`config.mk`:
```
export PLATFORM = sky130hd
export DESIGN_NAME = printf_tx
export DESIGN_NICKNAME = d
export VERILOG_FILES = /design/src/rtl/printf_tx_pkg.sv /design/src/rtl/printf_tx_fifo.sv /design/src/rtl/printf_tx.sv
export SDC_FILE = /design/constraint.sdc
export NUM_CORES = 1
export LEC_CHECK = 0
export CAP_MARGIN = 10
export CORE_MARGIN = 4
export CORE_UTILIZATION = 50
export DETAILED_ROUTE_END_ITERATION = 7
export GPL_TIMING_DRIVEN = 0
export PLACE_DENSITY_LB_ADDON = 0.25
export SKIP_LAST_GASP = 1
export SYNTH_ARGS = -nofsm -noshare
export SYNTH_HDL_FRONTEND = slang
export SYNTH_SLANG_ARGS = --single-unit
```
`constraint.sdc`:
```
create_clock -name wb_clk_i -period 6.1 [get_ports wb_clk_i]
set_clock_uncertainty 0.1 [all_clocks]
set_input_delay 1.22 -clock wb_clk_i [delete_from_list [all_inputs] [get_ports wb_clk_i]]
set_output_delay 1.22 -clock wb_clk_i [all_outputs]
set_load 0.005 [all_outputs]
```
`src/rtl/printf_tx_pkg.sv`:
```
// printf_tx_pkg: shared types and constants for the printf transmitter.
// Holds the FSM state enum, the end-of-test character and a small max helper.
// No ports; imported by printf_tx and printf_tx_fifo.
package printf_tx_pkg;

  typedef enum logic [1:0] {IDLE, SETUP, STROBE, GAP} tx_state_t;

  localparam logic [7:0] EOT_CHAR = 8'h04;

  function automatic int max3(input int a, input int b, input int c);
    int m;
    m = (a > b) ? a : b;
    return (m > c) ? m : c;
  endfunction

endpackage

```
`src/rtl/printf_tx_fifo.sv`:
```
// printf_tx_fifo: in-order synchronous byte FIFO, DEPTH entries (power of 2).
// Latency: a pushed byte is visible at pop_data from the next cycle; count is registered.
// Backpressure: push ignored when full, pop ignored when empty.
// Ports: clk, rst (sync active-high), push/push_data, pop/pop_data, full, empty, count.
module printf_tx_fifo #(
  parameter int DEPTH = 8
) (
  input  logic                   clk,
  input  logic                   rst,
  input  logic                   push,
  input  logic [7:0]             push_data,
  input  logic                   pop,
  output logic [7:0]             pop_data,
  output logic                   full,
  output logic                   empty,
  output logic [$clog2(DEPTH):0] count
);

  localparam int AW = $clog2(DEPTH);

  logic [7:0]    mem [DEPTH];
  logic [AW-1:0] wr_ptr;
  logic [AW-1:0] rd_ptr;
  logic          do_push;
  logic          do_pop;

  assign full     = (count == (AW+1)'(DEPTH));
  assign empty    = (count == '0);
  assign do_push  = push && !full;
  assign do_pop   = pop && !empty;
  assign pop_data = mem[rd_ptr];

  // Storage carries no reset; the pointers and count define what is valid.
  always_ff @(posedge clk) begin
    if (do_push) mem[wr_ptr] <= push_data;
  end

  // Pointers are exactly AW bits wide, so they wrap modulo DEPTH for free.
  always_ff @(posedge clk) begin
    if (rst) begin
      wr_ptr <= '0;
      rd_ptr <= '0;
      count  <= '0;
    end else begin
      if (do_push) wr_ptr <= wr_ptr + 1'b1;
      if (do_pop)  rd_ptr <= rd_ptr + 1'b1;
      case ({do_push, do_pop})
        2'b10:   count <= count + 1'b1;
        2'b01:   count <= count - 1'b1;
        default: count <= count;
      endcase
    end
  end

endmodule

```
`src/rtl/printf_tx.sv`:
```
// printf_tx: byte-wide debug-print transmitter framing chars as SETUP/STROBE/GAP on the printf pins.
// Latency: push at edge N -> pop/tx_data at N+1, strobe rises N+1+SETUP_CYCLES; one char per 1+SETUP+STROBE+GAP cycles.
// Backpressure: in_ready = FIFO not full and not in reset (and, with PRINTF_TX_EOT_LOCK_EN, no EOT accepted yet).
// Ports: wb_clk_i, wb_rst_i (sync active-high), in_valid/in_data/in_ready, tx_data, tx_strobe, tx_oeb, busy, eot_sent.
// Optional macro PRINTF_TX_EOT_LOCK_EN: refuse all input after 0x04 has been accepted, until reset.
module printf_tx
  import printf_tx_pkg::*;
#(
  parameter int DEPTH         = 8,
  parameter int SETUP_CYCLES  = 2,
  parameter int STROBE_CYCLES = 4,
  parameter int GAP_CYCLES    = 4
) (
  input  logic       wb_clk_i,
  input  logic       wb_rst_i,
  input  logic       in_valid,
  input  logic [7:0] in_data,
  output logic       in_ready,
  output logic [7:0] tx_data,
  output logic       tx_strobe,
  output logic [8:0] tx_oeb,
  output logic       busy,
  output logic       eot_sent
);

  localparam int MAXC = max3(SETUP_CYCLES, STROBE_CYCLES, GAP_CYCLES);
  localparam int CW   = $clog2(MAXC + 1);

  tx_state_t             state;
  logic [CW-1:0]         cnt;
  logic                  push;
  logic                  pop;
  logic [7:0]            fifo_head;
  logic                  fifo_full;
  logic                  fifo_empty;
  logic [$clog2(DEPTH):0] fifo_count;

  assign tx_oeb = '0;
  assign push   = in_valid && in_ready;
  // Decision uses the registered count, so a byte pushed this edge waits one cycle.
  assign pop    = (state == IDLE) && (fifo_count != '0);
  assign busy   = !fifo_empty || (state != IDLE);

`ifdef PRINTF_TX_EOT_LOCK_EN
  logic eot_lock;

  always_ff @(posedge wb_clk_i) begin
    if (wb_rst_i)                          eot_lock <= 1'b0;
    else if (push && in_data == EOT_CHAR)  eot_lock <= 1'b1;
  end

  assign in_ready = !fifo_full && !wb_rst_i && !eot_lock;
`else
  assign in_ready = !fifo_full && !wb_rst_i;
`endif

  printf_tx_fifo #(.DEPTH(DEPTH)) u_fifo (
    .clk       (wb_clk_i),
    .rst       (wb_rst_i),
    .push      (push),
    .push_data (in_data),
    .pop       (pop),
    .pop_data  (fifo_head),
    .full      (fifo_full),
    .empty     (fifo_empty),
    .count     (fifo_count)
  );

  // Each phase loads N-1 and leaves on the cycle the counter reads zero,
  // so a phase occupies exactly N cycles.
  always_ff @(posedge wb_clk_i) begin
    if (wb_rst_i) begin
      state     <= IDLE;
      cnt       <= '0;
      tx_data   <= 8'h00;
      tx_strobe <= 1'b0;
      eot_sent  <= 1'b0;
    end else begin
      case (state)
        IDLE: begin
          if (pop) begin
            tx_data <= fifo_head;
            cnt     <= CW'(SETUP_CYCLES - 1);
            state   <= SETUP;
          end
        end
        SETUP: begin
          if (cnt == '0) begin
            tx_strobe <= 1'b1;
            cnt       <= CW'(STROBE_CYCLES - 1);
            state     <= STROBE;
          end else begin
            cnt <= cnt - 1'b1;
          end
        end
        STROBE: begin
          if (cnt == '0) begin
            tx_strobe <= 1'b0;
            cnt       <= CW'(GAP_CYCLES - 1);
            state     <= GAP;
          end else begin
            cnt <= cnt - 1'b1;
          end
        end
        GAP: begin
          if (cnt == '0) begin
            if (tx_data == EOT_CHAR) eot_sent <= 1'b1;
            state <= IDLE;
          end else begin
            cnt <= cnt - 1'b1;
          end
        end
        default: state <= IDLE;
      endcase
    end
  end

endmodule

```
## Word level (Yosys, flattened, before mapping)

Memory sizes are Yosys's and may differ from the RTL's. A register that Yosys moved wholly into a read port is not among the register bits.
Cells that the tools add are included.

| cells by class | value |
|---|---|
| eq/ne operators | 12 |
| add/sub/neg operators | 5 |
| muxes and demuxes | 15 |
| reductions and logical operators | 22 |

Operators with widths:

| kind | number |
|---|---|
| 3-bit two-way mux | 3 |
| 3-bit case mux with 3 select lines | 1 |
| 8-bit by 3-bit == test with 1-bit output (second input constant) | 1 |
| 2-bit two-way mux | 4 |
| 2-bit inequality test (second input constant) | 4 |
| 2-bit case mux with 4 select lines | 1 |
| 4-bit case mux with 2 select lines | 1 |
| 3-bit by 1-bit adder with 3-bit output (second input constant) | 2 |
| 2-bit == test (second input constant) | 3 |
| 3-bit AND reduction | 2 |
| 2-bit nonzero test | 3 |
| 1-bit logical AND | 5 |
| 4-bit by 1-bit adder with 4-bit output (second input constant) | 1 |
| 2-bit by 1-bit == test with 1-bit output (second input constant) | 2 |
| 4-bit == test (second input constant) | 1 |
| 4-bit zero test | 1 |
| 1-bit two-way mux | 4 |
| 2-bit AND reduction | 2 |
| 4-bit AND reduction | 1 |
| 4-bit nonzero test | 1 |
| 4-bit by 1-bit subtractor with 4-bit output (second input constant) | 1 |
| 1-bit zero test | 3 |
| 3-bit zero test | 1 |
| 3-bit by 1-bit subtractor with 3-bit output (second input constant) | 1 |
| 5 further kinds | 5 |

| storage, ports and cells | value |
|---|---|
| input bits | 11 |
| memories | 1 |
| bits in writable memories | 64 |
| output and inout bits | 21 |
| logic and storage cells | 62 |
| register bits | 17 |

Memory list:

| memory | words | bits a word | read ports | clocked after memory_dff | write ports | line | source |
|---|---|---|---|---|---|---|---|
| u_fifo.mem | 8 | 8 | 1 | 1 | 1 | printf_tx_fifo.sv:21 | `logic [7:0] mem [DEPTH];` |

## Longest topological paths before layout

Gate-level depths: netlist of run 1.

| depth | value |
|---|---|
| word-level depth | 7 |
| mapped depth | 11 |
| gate-level depth less buffers | 10 |

## By module

From an unflattened synthesis of run 1, not the netlist that was laid out.

| second synthesis, totals | value |
|---|---|
| cells, all modules | 266 |
| area total of the unflattened synthesis | 3981.3 µm² |

Modules (own cells, without submodules):

| module | sequential area each (µm²) | cells each | instances | area each (µm²) |
|---|---|---|---|---|
| printf_tx_fifo | 2182.1 | 167 | 1 | 3126.7 |
| printf_tx | 300.3 | 99 | 1 | 854.6 |

## Worst setup path before layout of run 1

Ideal clock, no wire load.

| timing | value |
|---|---|
| path kind | in2reg |
| start point | input wb_rst_i |
| end point | register u_fifo.count[2] |
| buffers on the path | 1 |
| stages on the path | 9 |
| library setup time | 0.070 ns |
| data required time | 5.930 ns |
| data arrival time | 2.924 ns |
| path slack | 3.006 ns |
| cell sequence | or3b_1 > buf_6 > ha_1 > xor2_1 > ha_1 > a21oi_1 > xor2_1 > or3_1 > a21oi_1 |

| between the ends | value |
|---|---|
| longest elaborated chain between the ends | 6 |
| elaborated cells between the ends (all ways) | 8 |
| classes of those cells | eq/ne: 2; mux: 1; reduce/logical: 5 |

RTL lines:

| item | line | source |
|---|---|---|
| start, declared | printf_tx.sv:15 | `input logic wb_rst_i,` |
| 1-bit zero test | printf_tx.sv:54 | `assign in_ready = !fifo_full && !wb_rst_i;` |
| 1-bit logical AND | printf_tx.sv:54 |  |
| 1-bit logical AND | printf_tx.sv:39 | `assign push = in_valid && in_ready;` |
| 1-bit logical AND | printf_tx_fifo.sv:29 | `assign do_push = push && !full;` |
| 2-bit by 1-bit == test with 1-bit output / 2-bit == test (equally long branches) | printf_tx_fifo.sv:47 | `case ({do_push, do_pop})` |
| 4-bit case mux with 2 select lines / 2-bit nonzero test (equally long branches) | - |  |
| end signal, assigned | printf_tx_fifo.sv:48 | `2'b10: count <= count + 1'b1;` |
| end signal, assigned | printf_tx_fifo.sv:49 | `2'b01: count <= count - 1'b1;` |
| end signal, assigned | printf_tx_fifo.sv:50 | `default: count <= count;` |
| end, declared | printf_tx_fifo.sv:16 | `output logic [$clog2(DEPTH):0] count` |

Several ways; a longest one is shown, not always the timed one.
A chain may end at the register's enable or synchronous reset.

## Final worst setup path of run 1

| timing | value |
|---|---|
| start point | input wb_rst_i |
| end point | output in_ready |

| between the ends | value |
|---|---|
| longest elaborated chain between the ends | 2 |

RTL lines:

| item | line | source |
|---|---|---|
| 1-bit zero test | printf_tx.sv:54 |  |
| 1-bit logical AND | printf_tx.sv:54 |  |
| end, declared | printf_tx.sv:18 | `output logic in_ready,` |

No other way between the ends.

==> results of run 1 <==
==> power by group through the flow <==
stage               Sequential [uW]  Combinational (uW)  Clock (uW)
floorplan                       760                 491           0
global placement                769                 649           0
detailed placement              772                 667           0
CTS                             758                 670         407
global route                    767                 741         439
finish                          759                 665         394
==> per-layer routing <==
metal	vias to the layer above	track usage, %	part of all wire, %
li1	1036	-	-
met1	1084	22.3	43
met2	64	26.9	50
met3	5	4.42	6.1
met4	0	5.77	0.86
met5	-	0	0
==> flip-flops by register name (all words and copies together), names as in the netlist <==
register / flops
eot_sent: 1
cnt: 3
u_fifo.wr_ptr: 3
u_fifo.mem: 64
state: 2
u_fifo.rd_ptr: 3
tx_data: 8
u_fifo.count: 4
tx_strobe: 1
==> worst max path at each step <==
stage | startpoint | endpoint | slack (ns)
6_report | wb_rst_i | in_ready | 2.12
5_1_grt | wb_rst_i | in_ready | 1.99
4_1_cts | wb_rst_i | in_ready | 2.09
3_5_place_dp | wb_rst_i | in_ready | 2.09
3_3_place_gp | wb_rst_i | in_ready | 2.11
2_1_floorplan | wb_rst_i | u_fifo.count[2] | 3.01
==> synth_stat cells, drive strengths merged <==
master / n
nand3: 4
o41a: 1
mux4: 16
and2: 1
nand2: 5
buf: 17
nor3b: 1
nor4b: 3
a211o: 1
nor2: 27
o32ai: 1
inv: 7
or3b: 1
nor3: 7
nor2b: 3
a21oi: 8
conb: 1
a2bb2oi: 1
clkbuf: 3
ha: 12
or3: 1
and3b: 1
o22ai: 8
nor4: 3
a31oi: 1
o211ai: 1
a211oi: 2
dfxtp: 25
mux2i: 3
nor4bb: 1
nand4: 1
edfxtp: 64
nand2b: 4
xnor2: 2
xor2: 5
o21ai: 14
==> metrics by stage <==
step / util, % / instance area (um^2) / power, uW / setup slack, ns / std cells
after global placement: 57.0 / 4180 / 1420 / 2.11 / 385
final: 60.1 / 4400 / 1820 / 2.12 / 403
after CTS: 60.1 / 4400 / 1840 / 2.09 / 403
after floorplan: - / 3830 / 1250 / 3.01 / 264
after global routing: 60.1 / 4400 / 1950 / 1.99 / 403
after detailed placement: 57.3 / 4200 / 1440 / 2.09 / 387
==> final cells by class <==
type	instances	area [um^2]	area share (%)
Buffer	20	156	3.55
Clock buffer	9	124	2.81
Clock inverter	7	78.8	1.79
Inverter	7	26.3	0.597
Multi-Input combinational cell	148	1240	28.2
Sequential cell	89	2420	55.0
Tap cell	99	124	2.81
Timing Repair Buffer	24	233	5.28
==> kinds of logic after synthesis <==
| kind of cell | count (synthesis) | synth area share, % |
|---|---|---|
| adder cells (fa/ha/maj) | 12 | 3.95 |
| AO/OA/AOI/OAI | 38 | 6.38 |
| AND/OR/NAND/NOR | 63 | 9.24 |
| XOR/XNOR | 7 | 1.61 |
| flip-flops | 89 | 63.7 |
| other | 1 | 0.0986 |
| multiplexers | 19 | 10.3 |
| buffers and inverters | 27 | 4.80 |
==> worst register-to-register path, delay by kind of cell, from the launching register on <==
family                   cells  cell delay [ns]
AND/OR/NAND/NOR              1             0.31
buffers and inverters        1             0.17
XOR/XNOR                     2             0.25
adder cells (fa/ha/maj)      2             0.44
AO/OA/AOI/OAI                3             0.85
flip-flops                   1             0.41
==> metrics.md, run 1 <==
| Metric | Value |
|---|---|
| GPL Wtd Cong | `0.740` |
| Die Wd | `between 90 and 100 um` |
| Drt total wl | `approximately 7 mm` |
| Cts hold-fix bufs | `0` |
| Ratio of total power to cell area | `approximately 410 mW/mm^2` |
| Internal power | `roughly 1200 uW` |
| Worst Hold Path EP | `eot_sent` |
| Antenna viol nets, final | `0` |
| HP Class | `flip-flop to flip-flop` |
| Clock power share | `between 20% and 30%` |
| Area contributors post-synth | `edfxtp_1 (51%), dfxtp_1 (13%), mux4_2 (9.5%)` |
| Commonest cells after routing, fill and taps aside | `edfxtp_1 (64), nor2_1 (26), dfxtp_1 (25)` |
| Root Driver | `clkbuf_8` |
| Sequential share of the synthesized area | `63.7%` |
| Max-cap violations | `0` |
| Worst reg2reg path depth | `9` |
| Share of post-route cells with drive strength above 1 | `19.7%` |
| Top cell by count, worst path | `clkdlybuf4s50_1` |
| CTS tree | `yes` |
| Initial Util | `between 50% and 60%` |
| # clock sinks | `between 80 and 90` |
| WHS | `0.387 ns` |
| Worst path max stage delay | `~0.47 ns` |
| Status | `complete, no violations` |
| Total number of vias | `roughly 2200` |
| Slew headroom | `16.1%` |
| Core region area | `roughly 0.0073 mm^2` |
| Port Buf Inserts | `22` |
| N_diodes | `0` |
| Vias in the first global route | `between 2000 and 2500` |
| Net Sw Frac | `about a third` |
| Top cell type's share of synthesized area | `roughly half` |
| Hold path startpoint | `eot_sent` |
| Number of vias per cell | `about 5.4` |
| Worst EP required | `around 4.8 ns` |
| Cell area after synthesis | `between 0.003 and 0.004 mm^2` |
| VDD IR-drop max | `~0.21 mV` |
| Hold depth | `2` |
| Clock latency on the worst-skew pair | `between 0.3 and 0.4 ns` |
| Syn. warnings | `0` |
| RSZ-0062 raised after global routing | `no` |
| Cells after synthesis | `about 260` |
| CP startpoint kind | `input port` |
| Final Setup Violations | `0` |
| Resized cells post-CTS | `0` |
| H-tree depth | `3` |
| HPWL Detailed | `about 4.8 mm` |
| Data arrival, critical path | `2.66 ns` |
| Buffer and inverter count on the worst path | `3` |
| Worst reg2reg path startpoint | `u_fifo.count[0]` |
| Residual DRC count | `0` |
| Critical path's slowest cell | `clkdlybuf4s50_1` |
| Global-route wire length before repair | `around 11 mm` |
| Max Root-Sink Buffers | `2` |
| DR iter-0 viols | `~160` |
| IO Pins | `32` |
| Max-slew violation count | `0` |
| Instance count on the critical path | `4` |
| Post-synth cell types | `47` |
| Pre-antenna DRT Iters | `4` |
| Leak pwr | `between 0.0015 and 0.002 uW` |
| Psw | `between 600 and 700 uW` |
| Min cycle time layout | `just under 4 ns` |
| Crit Reg-Reg Endpoint | `u_fifo.count[2]` |
| FMAX | `between 200 and 300 MHz` |
| Post-CTS setup buffer count | `0` |
| Largest net degree at the start of global routing | `20` |
| CTS Buf Count | `9` |
| Global route total overflow | `0` |
| Critical Path Fanout Max | `10` |
| Critical-path cell list | `clkdlybuf4s50_1, clkbuf_1, nor2_1, clkdlybuf4s50_1` |
| Reg power frac | `41.7%` |
| Most common cell after layout, fill and taps aside | `edfxtp_1` |
| Die Y | `between 90 and 100 um` |
| Setup TNS | `0 ns` |
| Die Footprint | `0.00907 mm^2` |
| CP top delay family | `buffers and inverters` |
| Antenna violations before repair | `0` |
| Final Hold Viols | `0` |
| Total Routing Usage GR | `16.8%` |
| Yosys reg bits | `89` |
| Area leader, netlist | `edfxtp_1` |
| Mean post-synth cell area | `roughly 15 um^2` |
| Logic pwr share | `between 30 and 40%` |
| Worst Setup End Kind | `primary output` |
| Fill count | `568` |
| CTS clk-pin slew, worst paths | `approximately 0.10 ns` |
| FP Rows | `31` |
| Worst R2R Setup Slack | `3.50 ns` |
| WL/cell | `17.3 um` |
| Final net count | `322` |
| Worst-Margin Slew | `roughly 1.2 ns` |
| Setup CP Type | `input port to primary output` |
| Crit share post-route | `roughly two thirds` |
| Area Overhead vs Synth | `15.8%` |
(Power assumes the default switching activity.)
==> inputs of run 2 (changes only) <==
==> constraint.sdc (replaced) <==
create_clock -name wb_clk_i -period 3.6 [get_ports wb_clk_i]
set_clock_uncertainty 0.1 [all_clocks]
set_input_delay 0.72 -clock wb_clk_i [delete_from_list [all_inputs] [get_ports wb_clk_i]]
set_output_delay 0.72 -clock wb_clk_i [all_outputs]
set_load 0.005 [all_outputs]
==> results of run 2 <==
Same layout as run 1 (identical final DEF). Status: complete, no violations.
Main changes from that run: setup slack after placement 2.09 ns -> 0.422 ns; setup slack after layout 2.12 ns -> 0.621 ns; register-to-register setup slack 3.50 ns -> 1.00 ns; total power 1820 uW -> 3080 uW; worst IR drop on VDD 0.211 mV -> 0.357 mV
